===== src/rtl/irq_priority_ctrl8_pkg.sv =====
// Shared definitions for the 8-line priority interrupt controller:
// FSM state encoding and vector sizes.
package irq_priority_ctrl8_pkg;

  localparam int NUM_IRQ = 8;
  localparam int ID_W    = 3;

  typedef enum logic {
    IDLE    = 1'b0,
    PRESENT = 1'b1
  } state_t;

endpackage


===== src/rtl/priority_encoder8to3.sv =====
// Returns the index of the highest set bit of an 8-bit vector.
// The output is meaningless when the input is all zeros.
module priority_encoder8to3 (
  input  logic [7:0] in_vec,
  output logic [2:0] out_id
);

  always_comb begin
    out_id = 3'd0;
    for (int i = 0; i < 8; i++) begin
      if (in_vec[i]) out_id = i[2:0];
    end
  end

endmodule


===== src/rtl/irq_priority_ctrl8.sv =====
// Eight-line interrupt controller: edge or level capture into a pending
// vector, maskable fixed-priority selection, one request presented at a time.
import irq_priority_ctrl8_pkg::*;

module irq_priority_ctrl8 #(
  parameter int EDGE_MODE = 1
) (
  input  logic                clk,
  input  logic                rst,
  input  logic [NUM_IRQ-1:0]  irq_in,
  input  logic                mask_we,
  input  logic [NUM_IRQ-1:0]  mask_wdata,
  input  logic                irq_ack,
  output logic                irq_valid,
  output logic [ID_W-1:0]     irq_id,
  output logic [NUM_IRQ-1:0]  pending
);

  logic [NUM_IRQ-1:0] irq_prev_reg;
  logic [NUM_IRQ-1:0] mask_reg;
  logic [NUM_IRQ-1:0] pending_reg;
  logic [NUM_IRQ-1:0] pending_next;
  logic [NUM_IRQ-1:0] edge_vec;
  logic [NUM_IRQ-1:0] set_vec;
  logic [NUM_IRQ-1:0] clr_vec;
  logic [NUM_IRQ-1:0] eligible;
  logic [ID_W-1:0]    sel_id;
  logic [ID_W-1:0]    id_reg;
  logic               valid_reg;
  state_t             state_reg;

  assign edge_vec = irq_in & ~irq_prev_reg;
  assign set_vec  = (EDGE_MODE != 0) ? edge_vec : irq_in;
  assign eligible = pending_reg & ~mask_reg;

  always_comb begin
    clr_vec = '0;
    if (state_reg == PRESENT && irq_ack) clr_vec[id_reg] = 1'b1;
  end

  // A new capture in the same cycle as the ack-clear keeps the bit pending.
  genvar gi;
  generate
    for (gi = 0; gi < NUM_IRQ; gi++) begin : g_pend
      assign pending_next[gi] = set_vec[gi] | (pending_reg[gi] & ~clr_vec[gi]);
    end
  endgenerate

  priority_encoder8to3 u_enc (
    .in_vec (eligible),
    .out_id (sel_id)
  );

  always_ff @(posedge clk or posedge rst) begin
    if (rst) begin
      irq_prev_reg <= '0;
      mask_reg     <= '0;
      pending_reg  <= '0;
    end else begin
      irq_prev_reg <= irq_in;
      pending_reg  <= pending_next;
      if (mask_we) mask_reg <= mask_wdata;
    end
  end

  always_ff @(posedge clk or posedge rst) begin
    if (rst) begin
      state_reg <= IDLE;
      valid_reg <= 1'b0;
      id_reg    <= '0;
    end else begin
      case (state_reg)
        IDLE: begin
          if (eligible != '0) begin
            state_reg <= PRESENT;
            valid_reg <= 1'b1;
            id_reg    <= sel_id;
          end
        end
        PRESENT: begin
          if (irq_ack) begin
            state_reg <= IDLE;
            valid_reg <= 1'b0;
          end
        end
        default: begin
          state_reg <= IDLE;
          valid_reg <= 1'b0;
        end
      endcase
    end
  end

  assign irq_valid = valid_reg;
  assign irq_id    = id_reg;
  assign pending   = pending_reg;

endmodule


===== config.mk =====
export PLATFORM = sky130hd
export DESIGN_NAME = irq_priority_ctrl8
export DESIGN_NICKNAME = d
export VERILOG_FILES = /design/src/rtl/irq_priority_ctrl8_pkg.sv /design/src/rtl/priority_encoder8to3.sv /design/src/rtl/irq_priority_ctrl8.sv
export SDC_FILE = /design/constraint.sdc
export NUM_CORES = 1
export LEC_CHECK = 0
export CAP_MARGIN = 20
export CORE_UTILIZATION = 40
export DETAILED_ROUTE_END_ITERATION = 10
export DONT_BUFFER_PORTS = 1
export SYNTH_ARGS = -nofsm -noshare
export SYNTH_HDL_FRONTEND = slang
export SYNTH_SLANG_ARGS = --single-unit

===== constraint.sdc =====
create_clock -name clk -period 4.7 [get_ports clk]
set_clock_uncertainty 0.1 [all_clocks]
set_input_delay 0.94 -clock clk [delete_from_list [all_inputs] [get_ports clk]]
set_output_delay 0.94 -clock clk [all_outputs]
set_load 0.01 [all_outputs]

==> summary.md <==
| Metric | Value |
|---|---|
| Top-Level Pins | 32 |
| Die ar. | 3160 um2 |
| Critical Path Sink Type | primary output |
| Yosys reg bits | 29 |
| Share of cells above drive strength 1 | 0.144 |
| Gr ovfl total | 0 |
| TritonCTS clock tree | yes |
| Area delta synth->final | 10.2% |
| Drt first pass iters | 4 |
| Post-layout minimum cycle time | between 1500 and 2000 ps |
| CP Class | reg -> out |
| Total global-route track usage | 0.146 |
| Actual slew at the worst max-slew pin | ~560 ps |
| Clock Tree Buf Depth | 2 |
| Die Y | 56.2 um |
| Clock-pin slew on the worst setup and hold paths | 80 ps |
| Drt initial violations | 10 |
| First-pass GRT wire length | between 3 and 4 mm |
| Skew-Pair Late Insertion Delay | about 320 ps |
| CTS Hold Buffers Added | 0 |
| Peak VDD IR | between 0.2 and 0.3 mV |
| Syn avg cell area | about 12 um2 |
| Top-area cell type share of the netlist area | 0.618 |
| Clock sink count | 29 |
| # diodes | 0 |
| Dpl ws | 2780 ps |
| Post-synth net total | about 120 |
| # nets final | around 120 |
| DR WL/cell | about 15 um |
| Root Buffer | clkbuf_4 |
| RSZ-0062 raised after global routing | no |
| CTS resizes | 0 |
| Simple-Gate Fraction of Synth Area | 0.101 |
| Max_cap viols | 0 |
| Levels on crit path | 0 |
| Worst-case hold slack | between 300 and 400 ps |
| Die Wd | between 50 and 60 um |
| Post-synthesis mux area share | 0.0927 |
| Capture point of the worst path | irq_id[1] |
| PortBufs | 0 |
| Num CTS Buffers | 5 |
| FF-to-FF Start | pending[5] |
| Final Power | 689 uW |
| Row count | 19 |
| Worst R2R End | irq_id[1] |
| Core area | 2760 um2 |
| Register area share after synthesis | 0.618 |
| Setup crit start | irq_id[1] |
| Synth area leaders | dfrtp_1 (62%), mux2_1 (6.7%), o21ai_1 (5.5%) |
| Headroom to the max-slew limit | 0.624 |
| Setup bufs post-CTS | 0 |
| Pwr Density | approximately 530 nW/um2 |
| Synth area leader | dfrtp_1 |
| Final Core Density | 0.470 |
| Yosys cell types | 20 |
| Via count | around 710 |
| Register-to-Register Path Depth | 4 |
| H-tree depth | 2 |
| Hpwl dp | approximately 1.5 mm |
| GPL Wtd Cong | about 0.8 |
| Final Setup Violations | 0 |
| Xor/xnor share of the synthesized area | 0 |
| Startpoint types | register |
| Routed WL | between 1.5 and 2 mm |
| Initial core utilization | 0.426 |
| Syn Std Cell Area | roughly 1200 um2 |
| Post-DRT Antenna Nets | 0 |
| Status | finished, final reports clean |
| Syn Inst Count | between 90 and 100 |
| Main combinational cell family by area after synthesis | compound AO/OA/AOI/OAI gates |
| TNS Setup | 0 ps |
| Max-slew violation count | 0 |
| Initial antenna violation count | 0 |
| Fmax | around 0.53 GHz |
| Hold Path Class | reg -> reg |
| Max FO, Critical Path | 7 |
| Synth Area in Compound Gates | 0.150 |
| Final setup margin | roughly 2800 ps |
| Number of global-route vias before repair | between 600 and 700 |
| Vias per cell | ~5.3 |
| Final Hold Viols | 0 |
| Adder-Cell Fraction of Synth Area | 0 |
| DRC viols | 0 |
| R2R Setup Slk | 3060 ps |
| Arrival time at the worst endpoint | around 850 ps |
| Lkg Pwr | around 0.00056 uW |
| Yosys Warn Count | 0 |
| Largest net degree at the start of global routing | 30 |
| Tcrit/Tclk final | 0.403 |
| WP data required | about 3700 ps |
[power by group]
group / internal (uW) / switching, uW / total [uW]
combinational: 73.6 / 73.1 / 147
sequential: 301 / 73.6 / 374
clock: 86.5 / 81.3 / 168
[layout make-up]
type	count	area, um2
Clock buffer	7	65.1
Fill cell	253	1460
Clock inverter	1	5.00
Tap cell	31	38.8
Timing Repair Buffer	1	15.0
Sequential cell	29	726
Multi-Input combinational cell	55	404
Inverter	11	41.3
[how the worst min path moves through the flow]
stage	start	to	cells past startpoint
floorplan	irq_prev_reg[0]	pending[0]	1
detailed placement	irq_prev_reg[7]	pending[7]	1
global route	irq_prev_reg[7]	pending[7]	1
CTS	irq_prev_reg[7]	pending[7]	1
finish	irq_prev_reg[7]	pending[7]	1
global placement	irq_prev_reg[3]	pending[3]	1
[layout by cell type, fill, tap and decap left out]
| cell | instances |
|---|---|
| mux2_4 | 2 |
| mux2_1 | 7 |
| a2111oi_4 | 1 |
| nor2b_1 | 6 |
| nor4_2 | 1 |
| inv_1 | 11 |
| nor2_1 | 2 |
| or2_1 | 1 |
| o21ai_1 | 13 |
| o21ai_0 | 4 |
| clkbuf_8 | 2 |
| a21oi_1 | 2 |
| buf_8 | 1 |
| o31ai_1 | 4 |
| nor2b_4 | 1 |
| clkinv_2 | 1 |
| dfrtp_1 | 29 |
| a21oi_2 | 1 |
| clkbuf_4 | 5 |
| nand2b_1 | 4 |
| a21o_1 | 2 |
| nand3_1 | 1 |
| nand2_1 | 3 |
[metal layers]
layer  track usage  share of wire  up-vias
li1              -              -      339
met1         0.183           0.42      345
met2         0.207           0.48       23
met3        0.0814          0.085        2
met4        0.0627         0.0085        0
met5             0              0        -
[Yosys cell counts]
cell / count
nor4_2: 1
nand3_1: 1
o31ai_1: 4
mux2_4: 2
nand2_1: 3
dfrtp_1: 29
nand2b_1: 4
o21ai_0: 4
nor2b_4: 1
or2_1: 1
a21o_1: 2
nor2b_1: 6
a2111oi_4: 1
mux2_1: 7
nor2_1: 2
a21oi_2: 1
clkbuf_1: 1
inv_1: 11
a21oi_1: 2
o21ai_1: 13
[metrics by stage]
stage,area (um2),cells
6_report,1290,135
5_1_grt,1290,135
4_1_cts,1280,134
3_5_place_dp,1210,126
3_3_place_gp,1210,126
2_1_floorplan,1170,96
[kinds of logic after synthesis]
| group | after synthesis |
|---|---|
| compound gates | 27 |
| buf+inv | 12 |
| flops | 29 |
| mux | 9 |
| simple gates | 19 |
Power figures use the tool's default switching activity.
